**src/rtl/prog_loader_ctrl_if.sv**
```systemverilog
`default_nettype none
// ============================================================================
// Module   : prog_loader_ctrl_if
// Brief    : UART, CPU memory and BRAM port A signal bundle for the loader.
// Revision : 1.0 - initial release
// ============================================================================
interface prog_loader_ctrl_if #(
    parameter int AW = 11
);
    logic [7:0]    rx_data;
    logic          rx_data_wr;
    logic [AW-1:0] cpu_mem_addr;
    logic          cpu_mem_wr;
    logic [15:0]   cpu_wr_data;
    logic          mem_wr;
    logic [AW-1:0] mem_addr;
    logic [15:0]   mem_wr_data;
    logic          cpu_rst;
    logic [15:0]   uart_in;
    logic          uart_in_v;
    logic          load_err;
    logic [AW-1:0] load_addr;

    // Environment side: UART and CPU drive, BRAM/CPU observe.
    modport master (
        output rx_data, rx_data_wr, cpu_mem_addr, cpu_mem_wr, cpu_wr_data,
        input  mem_wr, mem_addr, mem_wr_data, cpu_rst, uart_in, uart_in_v,
               load_err, load_addr
    );

    // Loader side.
    modport slave (
        input  rx_data, rx_data_wr, cpu_mem_addr, cpu_mem_wr, cpu_wr_data,
        output mem_wr, mem_addr, mem_wr_data, cpu_rst, uart_in, uart_in_v,
               load_err, load_addr
    );
endinterface
`default_nettype wire

```
**src/rtl/prog_loader_ctrl.sv**
```systemverilog
`default_nettype none
// ============================================================================
// Module   : prog_loader_ctrl
// Brief    : Pairs UART bytes into words, loads them into BRAM port A, then
//            releases the CPU and forwards later UART words to it.
//            Optional checksum word after the end marker: LOADER_CHECKSUM_EN.
// Revision : 1.0 - initial release
// ============================================================================
module prog_loader_ctrl #(
    parameter int            AW         = 11,
    parameter logic [AW-1:0] LOAD_BASE  = 11'h200,
    parameter logic [AW-1:0] LOAD_LIMIT = 11'h7FE,
    parameter int            TIMEOUT    = 27000
) (
    input  wire logic         sys_clk,
    input  wire logic         rst_n,
    prog_loader_ctrl_if.slave bus
);

    localparam int                c_CW       = (TIMEOUT > 2) ? $clog2(TIMEOUT) : 1;
    localparam logic [c_CW-1:0]   c_CNT_LAST = c_CW'(TIMEOUT - 1);
    localparam logic [15:0]       c_END_MARK = 16'hFFFF;
    localparam logic [15:0]       c_RELOAD   = 16'hFFFE;

    typedef enum logic [2:0] {
        LD_HI = 3'd0,
        LD_LO = 3'd1,
        LD_WR = 3'd2,
        RUN   = 3'd3,
        ERR   = 3'd4
`ifdef LOADER_CHECKSUM_EN
        ,
        LD_CK = 3'd5
`endif
    } state_t;

    state_t          state_q, state_d;
    logic [7:0]      hi_q, hi_d;
    logic [15:0]     word_q, word_d;
    logic [c_CW-1:0] cnt_q, cnt_d;
    logic            pend_q, pend_d;
    logic [AW-1:0]   load_addr_q, load_addr_d;
    logic            load_err_q, load_err_d;
    logic [15:0]     uart_in_q, uart_in_d;
    logic            uart_in_v_q, uart_in_v_d;
`ifdef LOADER_CHECKSUM_EN
    logic [15:0]     sum_q, sum_d;
`endif

    logic        w_rx_ok;
    logic        w_done;
    logic        w_expire;
    logic        w_reload;
    logic [15:0] w_word;

    // pend_q marks a high byte waiting for its partner in every state; in the
    // load phase it mirrors LD_LO, elsewhere it is the only pairing state.
    assign w_rx_ok  = bus.rx_data_wr && (state_q != LD_WR);
    assign w_word   = {hi_q, bus.rx_data};
    assign w_done   = w_rx_ok && pend_q;
    assign w_expire = pend_q && !bus.rx_data_wr && (cnt_q == c_CNT_LAST);
    assign w_reload = w_done && (w_word == c_RELOAD) &&
                      ((state_q == RUN) || (state_q == ERR));

    always_ff @(posedge sys_clk or negedge rst_n) begin
        if (!rst_n) begin
            state_q     <= LD_HI;
            hi_q        <= 8'h00;
            word_q      <= 16'h0000;
            cnt_q       <= '0;
            pend_q      <= 1'b0;
            load_addr_q <= LOAD_BASE;
            load_err_q  <= 1'b0;
            uart_in_q   <= 16'h0000;
            uart_in_v_q <= 1'b0;
`ifdef LOADER_CHECKSUM_EN
            sum_q       <= 16'h0000;
`endif
        end else begin
            state_q     <= state_d;
            hi_q        <= hi_d;
            word_q      <= word_d;
            cnt_q       <= cnt_d;
            pend_q      <= pend_d;
            load_addr_q <= load_addr_d;
            load_err_q  <= load_err_d;
            uart_in_q   <= uart_in_d;
            uart_in_v_q <= uart_in_v_d;
`ifdef LOADER_CHECKSUM_EN
            sum_q       <= sum_d;
`endif
        end
    end

    always_comb begin
        state_d     = state_q;
        hi_d        = hi_q;
        word_d      = word_q;
        cnt_d       = cnt_q;
        pend_d      = pend_q;
        load_addr_d = load_addr_q;
        load_err_d  = load_err_q;
        uart_in_d   = uart_in_q;
        uart_in_v_d = 1'b0;
`ifdef LOADER_CHECKSUM_EN
        sum_d       = sum_q;
`endif

        // Byte pairing with hi/lo timeout; a strobe on the expiry cycle wins.
        if (w_rx_ok && !pend_q) begin
            hi_d   = bus.rx_data;
            cnt_d  = '0;
            pend_d = 1'b1;
        end else if (w_done) begin
            pend_d = 1'b0;
        end else if (pend_q) begin
            if (cnt_q == c_CNT_LAST) begin
                pend_d = 1'b0;
            end else begin
                cnt_d = cnt_q + c_CW'(1);
            end
        end

        case (state_q)
            LD_HI: begin
                if (w_rx_ok) begin
                    state_d = LD_LO;
                end
            end
            LD_LO: begin
                if (w_done) begin
                    if (w_word == c_END_MARK) begin
`ifdef LOADER_CHECKSUM_EN
                        state_d = LD_CK;
`else
                        state_d = RUN;
`endif
                    end else begin
                        word_d  = w_word;
                        state_d = LD_WR;
                    end
                end else if (w_expire) begin
                    state_d = LD_HI;
                end
            end
            LD_WR: begin
`ifdef LOADER_CHECKSUM_EN
                sum_d = sum_q + word_q;
`endif
                if (load_addr_q == LOAD_LIMIT) begin
                    load_err_d = 1'b1;
                    state_d    = ERR;
                end else begin
                    load_addr_d = load_addr_q + AW'(2);
                    state_d     = LD_HI;
                end
            end
            RUN: begin
                if (w_done && (w_word != c_RELOAD)) begin
                    uart_in_d   = w_word;
                    uart_in_v_d = 1'b1;
                end
            end
            ERR: begin
                state_d = ERR;
            end
`ifdef LOADER_CHECKSUM_EN
            LD_CK: begin
                if (w_done) begin
                    if (w_word == sum_q) begin
                        state_d = RUN;
                    end else begin
                        load_err_d = 1'b1;
                        state_d    = ERR;
                    end
                end
            end
`endif
            default: begin
                state_d = LD_HI;
            end
        endcase

        if (w_reload) begin
            state_d     = LD_HI;
            load_addr_d = LOAD_BASE;
            load_err_d  = 1'b0;
`ifdef LOADER_CHECKSUM_EN
            sum_d       = 16'h0000;
`endif
        end
    end

    // Port A belongs to the CPU only in RUN; otherwise only LD_WR writes.
    assign bus.mem_wr      = (state_q == RUN) ? bus.cpu_mem_wr   : (state_q == LD_WR);
    assign bus.mem_addr    = (state_q == RUN) ? bus.cpu_mem_addr : load_addr_q;
    assign bus.mem_wr_data = (state_q == RUN) ? bus.cpu_wr_data  : word_q;
    assign bus.cpu_rst     = (state_q != RUN);
    assign bus.uart_in     = uart_in_q;
    assign bus.uart_in_v   = uart_in_v_q;
    assign bus.load_err    = load_err_q;
    assign bus.load_addr   = load_addr_q;

endmodule
`default_nettype wire

```
**src/flat_wrapper.sv**
```systemverilog
// flat-port wrapper written by rule: the top's interface ports become plain ports
module prog_loader_ctrl_flat 
#(
    parameter int            AW         = 11,
    parameter logic [AW-1:0] LOAD_BASE  = 11'h200,
    parameter logic [AW-1:0] LOAD_LIMIT = 11'h7FE,
    parameter int            TIMEOUT    = 27000
)
  (sys_clk, rst_n, bus_rx_data, bus_rx_data_wr, bus_cpu_mem_addr, bus_cpu_mem_wr, bus_cpu_wr_data, bus_mem_wr, bus_mem_addr, bus_mem_wr_data, bus_cpu_rst, bus_uart_in, bus_uart_in_v, bus_load_err, bus_load_addr);
  prog_loader_ctrl_if #(.AW(AW)) bus_i ();
  input  wire logic sys_clk;
  input  wire logic rst_n;
  input wire logic [$bits(bus_i.rx_data)-1:0] bus_rx_data;
  input wire logic [$bits(bus_i.rx_data_wr)-1:0] bus_rx_data_wr;
  input wire logic [$bits(bus_i.cpu_mem_addr)-1:0] bus_cpu_mem_addr;
  input wire logic [$bits(bus_i.cpu_mem_wr)-1:0] bus_cpu_mem_wr;
  input wire logic [$bits(bus_i.cpu_wr_data)-1:0] bus_cpu_wr_data;
  output wire logic [$bits(bus_i.mem_wr)-1:0] bus_mem_wr;
  output wire logic [$bits(bus_i.mem_addr)-1:0] bus_mem_addr;
  output wire logic [$bits(bus_i.mem_wr_data)-1:0] bus_mem_wr_data;
  output wire logic [$bits(bus_i.cpu_rst)-1:0] bus_cpu_rst;
  output wire logic [$bits(bus_i.uart_in)-1:0] bus_uart_in;
  output wire logic [$bits(bus_i.uart_in_v)-1:0] bus_uart_in_v;
  output wire logic [$bits(bus_i.load_err)-1:0] bus_load_err;
  output wire logic [$bits(bus_i.load_addr)-1:0] bus_load_addr;
  assign bus_i.rx_data = bus_rx_data;
  assign bus_i.rx_data_wr = bus_rx_data_wr;
  assign bus_i.cpu_mem_addr = bus_cpu_mem_addr;
  assign bus_i.cpu_mem_wr = bus_cpu_mem_wr;
  assign bus_i.cpu_wr_data = bus_cpu_wr_data;
  assign bus_mem_wr = bus_i.mem_wr;
  assign bus_mem_addr = bus_i.mem_addr;
  assign bus_mem_wr_data = bus_i.mem_wr_data;
  assign bus_cpu_rst = bus_i.cpu_rst;
  assign bus_uart_in = bus_i.uart_in;
  assign bus_uart_in_v = bus_i.uart_in_v;
  assign bus_load_err = bus_i.load_err;
  assign bus_load_addr = bus_i.load_addr;
  prog_loader_ctrl #(.AW(AW), .LOAD_BASE(LOAD_BASE), .LOAD_LIMIT(LOAD_LIMIT), .TIMEOUT(TIMEOUT)) u_core (.sys_clk(sys_clk), .rst_n(rst_n), .bus(bus_i));
endmodule
```
**config.mk**
```make
export PLATFORM = sky130hd
export DESIGN_NAME = prog_loader_ctrl_flat
export DESIGN_NICKNAME = d
export VERILOG_FILES = /design/src/rtl/prog_loader_ctrl_if.sv /design/src/rtl/prog_loader_ctrl.sv /design/src/flat_wrapper.sv
export SDC_FILE = /design/constraint.sdc
export NUM_CORES = 1
export LEC_CHECK = 0
export BUFFER_PORTS_ARGS = -buffer_cell sky130_fd_sc_hd__buf_4
export CORE_UTILIZATION = 48
export CTS_CLUSTER_DIAMETER = 200
export CTS_CLUSTER_SIZE = 12
export DETAILED_ROUTE_END_ITERATION = 10
export PLACE_DENSITY = 0.83
export SLEW_MARGIN = 20
export SYNTH_ARGS = -nofsm -noshare
export SYNTH_HDL_FRONTEND = slang
export SYNTH_SLANG_ARGS = --single-unit
```
**constraint.sdc**
```tcl
create_clock -name sys_clk -period 2.3 [get_ports sys_clk]
set_clock_uncertainty 0.15 [all_clocks]
set_input_delay 0.23 -clock sys_clk [delete_from_list [all_inputs] [get_ports sys_clk]]
set_output_delay 0.23 -clock sys_clk [all_outputs]
set_load 0.005 [all_outputs]
```
==> reports/metrics.csv <==
stage,metric,value,unit
worst_setup_path,crit_required,2380,ps
placement,dp_slack,-7.90,ps
yosys,syn_inst,377,
yosys,synthMuxAreaShare,0.124,
yosys,synth-xor-area-share,0.0142,
yosys,yosys_warnings,0,
yosys,synth-simple-area-share,0.254,
timing,fmax,0.439,GHz
power_and_ir_drop,power,6.19,mW
grt,grt.total_usage,0.242,
routing,ant_nets,0,
clock_tree,cts.path.max_buffers,2,
grt,grt_pass1_vias,3206,
routing,drc_errors,0,
finish,final_common_cell,buf_4,
clock_tree,clk_pin_slew,80,ps
timing,post-route-min-period,2280,ps
worst_setup_path,critical_path_class,register to register,
yosys,netlist-cell-type-count,61,
yosys,synth_compound_area_frac,0.0784,
die,die_w,89.8,µm
worst_setup_path,slowest_stage,or4_4,
worst_hold_path,hold_class,input port to register,
yosys,synth_top_family_by_area,simple AND/OR/NAND/NOR gates,
clock_tree,cts-htree-levels,3,
timing,max-slew-margin-rel,0.411,
yosys,synth-seq-cells,71,
routing,first_pass_iters,5,
worst_setup_path,r2r_start,u_core.state_q[1],
routing,wl_per_cell,15.9,µm
finish,final_cell_mix,"buf_4 (112), nand2_1 (96), dfrtp_1 (70)",
yosys,synthArstFlopShare,1.00,
clock_tree,cts_tree,done,
timing,setup_violations,0,
die,rows,31,
timing,rsz0062_at_grt,yes,
flow_run,cap_violations,0,
power_and_ir_drop,pwr_density_cell,1250,mW/mm²
worst_setup_path,worst-r2r-cell-count,9,
worst_setup_path,worstReg2RegEnd,u_core.bus.load_addr[4],
worst_setup_path,cp-end-kind,register,
yosys,synth_nets,420,
power_and_ir_drop,p_leak,2.35,nW
worst_setup_path,worst_ep_arrival_time,2360,ps
placement,place.gp.congestion,0.867,
timing,maxSlewViolCount,0,
yosys,syn_area,0.00370,mm²
die,fp.dieH,89.8,µm
die,design.core.area,0.00737,mm²
worst_setup_path,r2r_slack,20,ps
die,start_util,0.502,
yosys,synth-edff-count,0,
routing,vias_per_cell,5.59,
status,outcome,finished clean,
grt,grt_max_degree,72,
die,pin_count,97,
routing,drt-initial-drc-count,125,
timing,worstMarginPinSlew,884,ps
timing,fin_crit_sh,0.991,
yosys,yosys_most_used_dff,dfrtp_1,
yosys,syn_area_per_cell,9.82,µm²
clock_tree,cts_buffers,9,
worst_setup_path,max_stage_delay,430,ps
placement,dpl.hpwl,6.51,mm
worst_setup_path,crit_chain,"nor3b_4, nor2b_4, ha_4, nand2b_4, or4_4, a2111oi_4, buf_4, clkbuf_16, a21oi_2",
finish,nets,533,
grt,antenna_found_initial,0,
finish,nFillCells,541,
finish,antenna_cells,0,
routing,drt_wl_total,9.47,mm
placement,port_buffers,95,
worst_setup_path,cp-endpoint,u_core.bus.load_addr[4],
die,die_area,0.00807,mm²
worst_setup_path,startpoint,u_core.state_q[1],
yosys,yosys.area_share.adder,0.0135,
clock_tree,clock_latency,350,ps
worst_setup_path,worstSetupStartpointType,register,
yosys,ys_seq_area_frac,0.480,
grt,grt_pass1_wl,15.7,mm
finish,drive_gt1_frac,0.347,
clock_tree,cts_root_buf,clkbuf_8,
timing,worst_slack,20.3,ps
finish,syn_to_final_growth,34.2,%
clock_tree,clkSinkCount,71,
power_and_ir_drop,peakVddDrop,0.777,mV
grt,grt_overflow,0,
routing,vias,3319,
timing,report.final.hold_viol_count,0,
worst_setup_path,critPathMaxFanout,5,
## cells in the mapped netlist, drive strengths merged (2+ instances only)
master | instances | share of area
a21o | 2 | 0.0041
nand3b | 3 | 0.0061
inv | 9 | 0.0091
clkbuf | 10 | 0.010
or3 | 5 | 0.0084
or4 | 5 | 0.011
o31ai | 2 | 0.0041
o22a | 2 | 0.0047
nand2b | 4 | 0.0068
nor4 | 4 | 0.0084
nor2 | 23 | 0.025
a211oi | 2 | 0.0054
o21ai | 10 | 0.014
nor3b | 3 | 0.0074
xor2 | 2 | 0.0047
nor3 | 9 | 0.015
a21oi | 10 | 0.019
dfrtp | 70 | 0.47
mux2 | 40 | 0.12
ha | 4 | 0.014
and4 | 2 | 0.0047
buf | 8 | 0.015
nand4 | 11 | 0.019
nand2 | 96 | 0.097
nand4bb | 2 | 0.0061
xnor2 | 4 | 0.0095
nor2b | 4 | 0.0068
nand3 | 10 | 0.014
a31oi | 2 | 0.0034
## metal layers
| metal | GRT usage | vias to the layer above | part of all wire |
|---|---|---|---|
| met2 | 0.413 | 127 | 0.50 |
| met5 | 0 | - | 0 |
| li1 | - | 1547 | - |
| met3 | 0.0448 | 20 | 0.059 |
| met1 | 0.303 | 1625 | 0.42 |
| met4 | 0.0943 | 0 | 0.022 |
## worst max-delay path: cells and delay by family (launching register included)
family                     cells  cell delay [ps]
and+or+nand+nor                4              850
DFF                            1              390
buffers and inverters          2              350
AOI/OAI and AO/OA              2              230
adders and majority gates      1              190
## flip-flops by register name, indices dropped and copies added, names as in the netlist
| name | flops |
|---|---|
| u_core.cnt_q | 15 |
| u_core.word_q | 16 |
| u_core.bus.uart_in | 16 |
| u_core.bus.load_err | 1 |
| u_core.state_q | 3 |
| u_core.hi_q | 8 |
| u_core.bus.uart_in_v | 1 |
| u_core.bus.load_addr | 10 |
| u_core.pend_q | 1 |
## per-stage QoR
step	hold WS (ps)	cells	area [µm²]	utilization	setup TNS [ps]
after floorplan	-216	377	3760	-	-77.0
after global placement	244	570	4640	0.630	0
after detailed placement	258	570	4640	0.630	-7.90
after CTS	1.57	590	4890	0.664	0
after global routing	3.52	594	4970	0.674	-472
final	8.55	594	4970	0.674	0
## worst min-delay path by stage
stage / endpoint / start / cells past startpoint
6_report: u_core.bus.uart_in[4] / bus_rx_data[4] / 2
5_1_grt: u_core.word_q[7] / bus_rx_data[7] / 2
4_1_cts: u_core.bus.uart_in[4] / bus_rx_data[4] / 2
3_5_place_dp: u_core.word_q[2] / rst_n / 1
3_3_place_gp: u_core.word_q[5] / rst_n / 1
2_1_floorplan: u_core.bus.load_addr[10] / rst_n / 0
## power breakdown
part / total (mW) / switching, mW / internal [mW]
Clock: 1.03 / 0.512 / 0.513
Sequential: 2.18 / 0.450 / 1.73
Combinational: 2.99 / 1.40 / 1.59
## layout make-up
| type | instances | area, µm² | share of cell area |
|---|---|---|---|
| sequential | 71 | 1780 | 0.358 |
| clock buffer | 9 | 124 | 0.0249 |
| timing repair buffer | 120 | 966 | 0.194 |
| tap | 99 | 124 | 0.0249 |
| inverter | 9 | 33.8 | 0.00680 |
| clock inverter | 7 | 81.3 | 0.0164 |
| multi-input combinational | 279 | 1860 | 0.375 |
## logic make-up after synthesis
kind of cell               count (synthesis)
DFF                                       71
AOI/OAI and AO/OA                         38
buffers and inverters                     27
xor gates and xnor gates                   6
other                                      1
and+or+nand+nor                          189
adders and majority gates                  4
muxes                                     41
## what timing repair did
action                                  4_1_cts  5_1_grt
endpoints found under the hold margin        74        0
hold buffers                                  4        0
endpoints found under the setup margin       10       14
buffers inserted                              0        3
gates cloned                                  0        1
pin swaps                                     0        1
gates resized for setup                       1        4
Power figures use the tool's default switching activity.
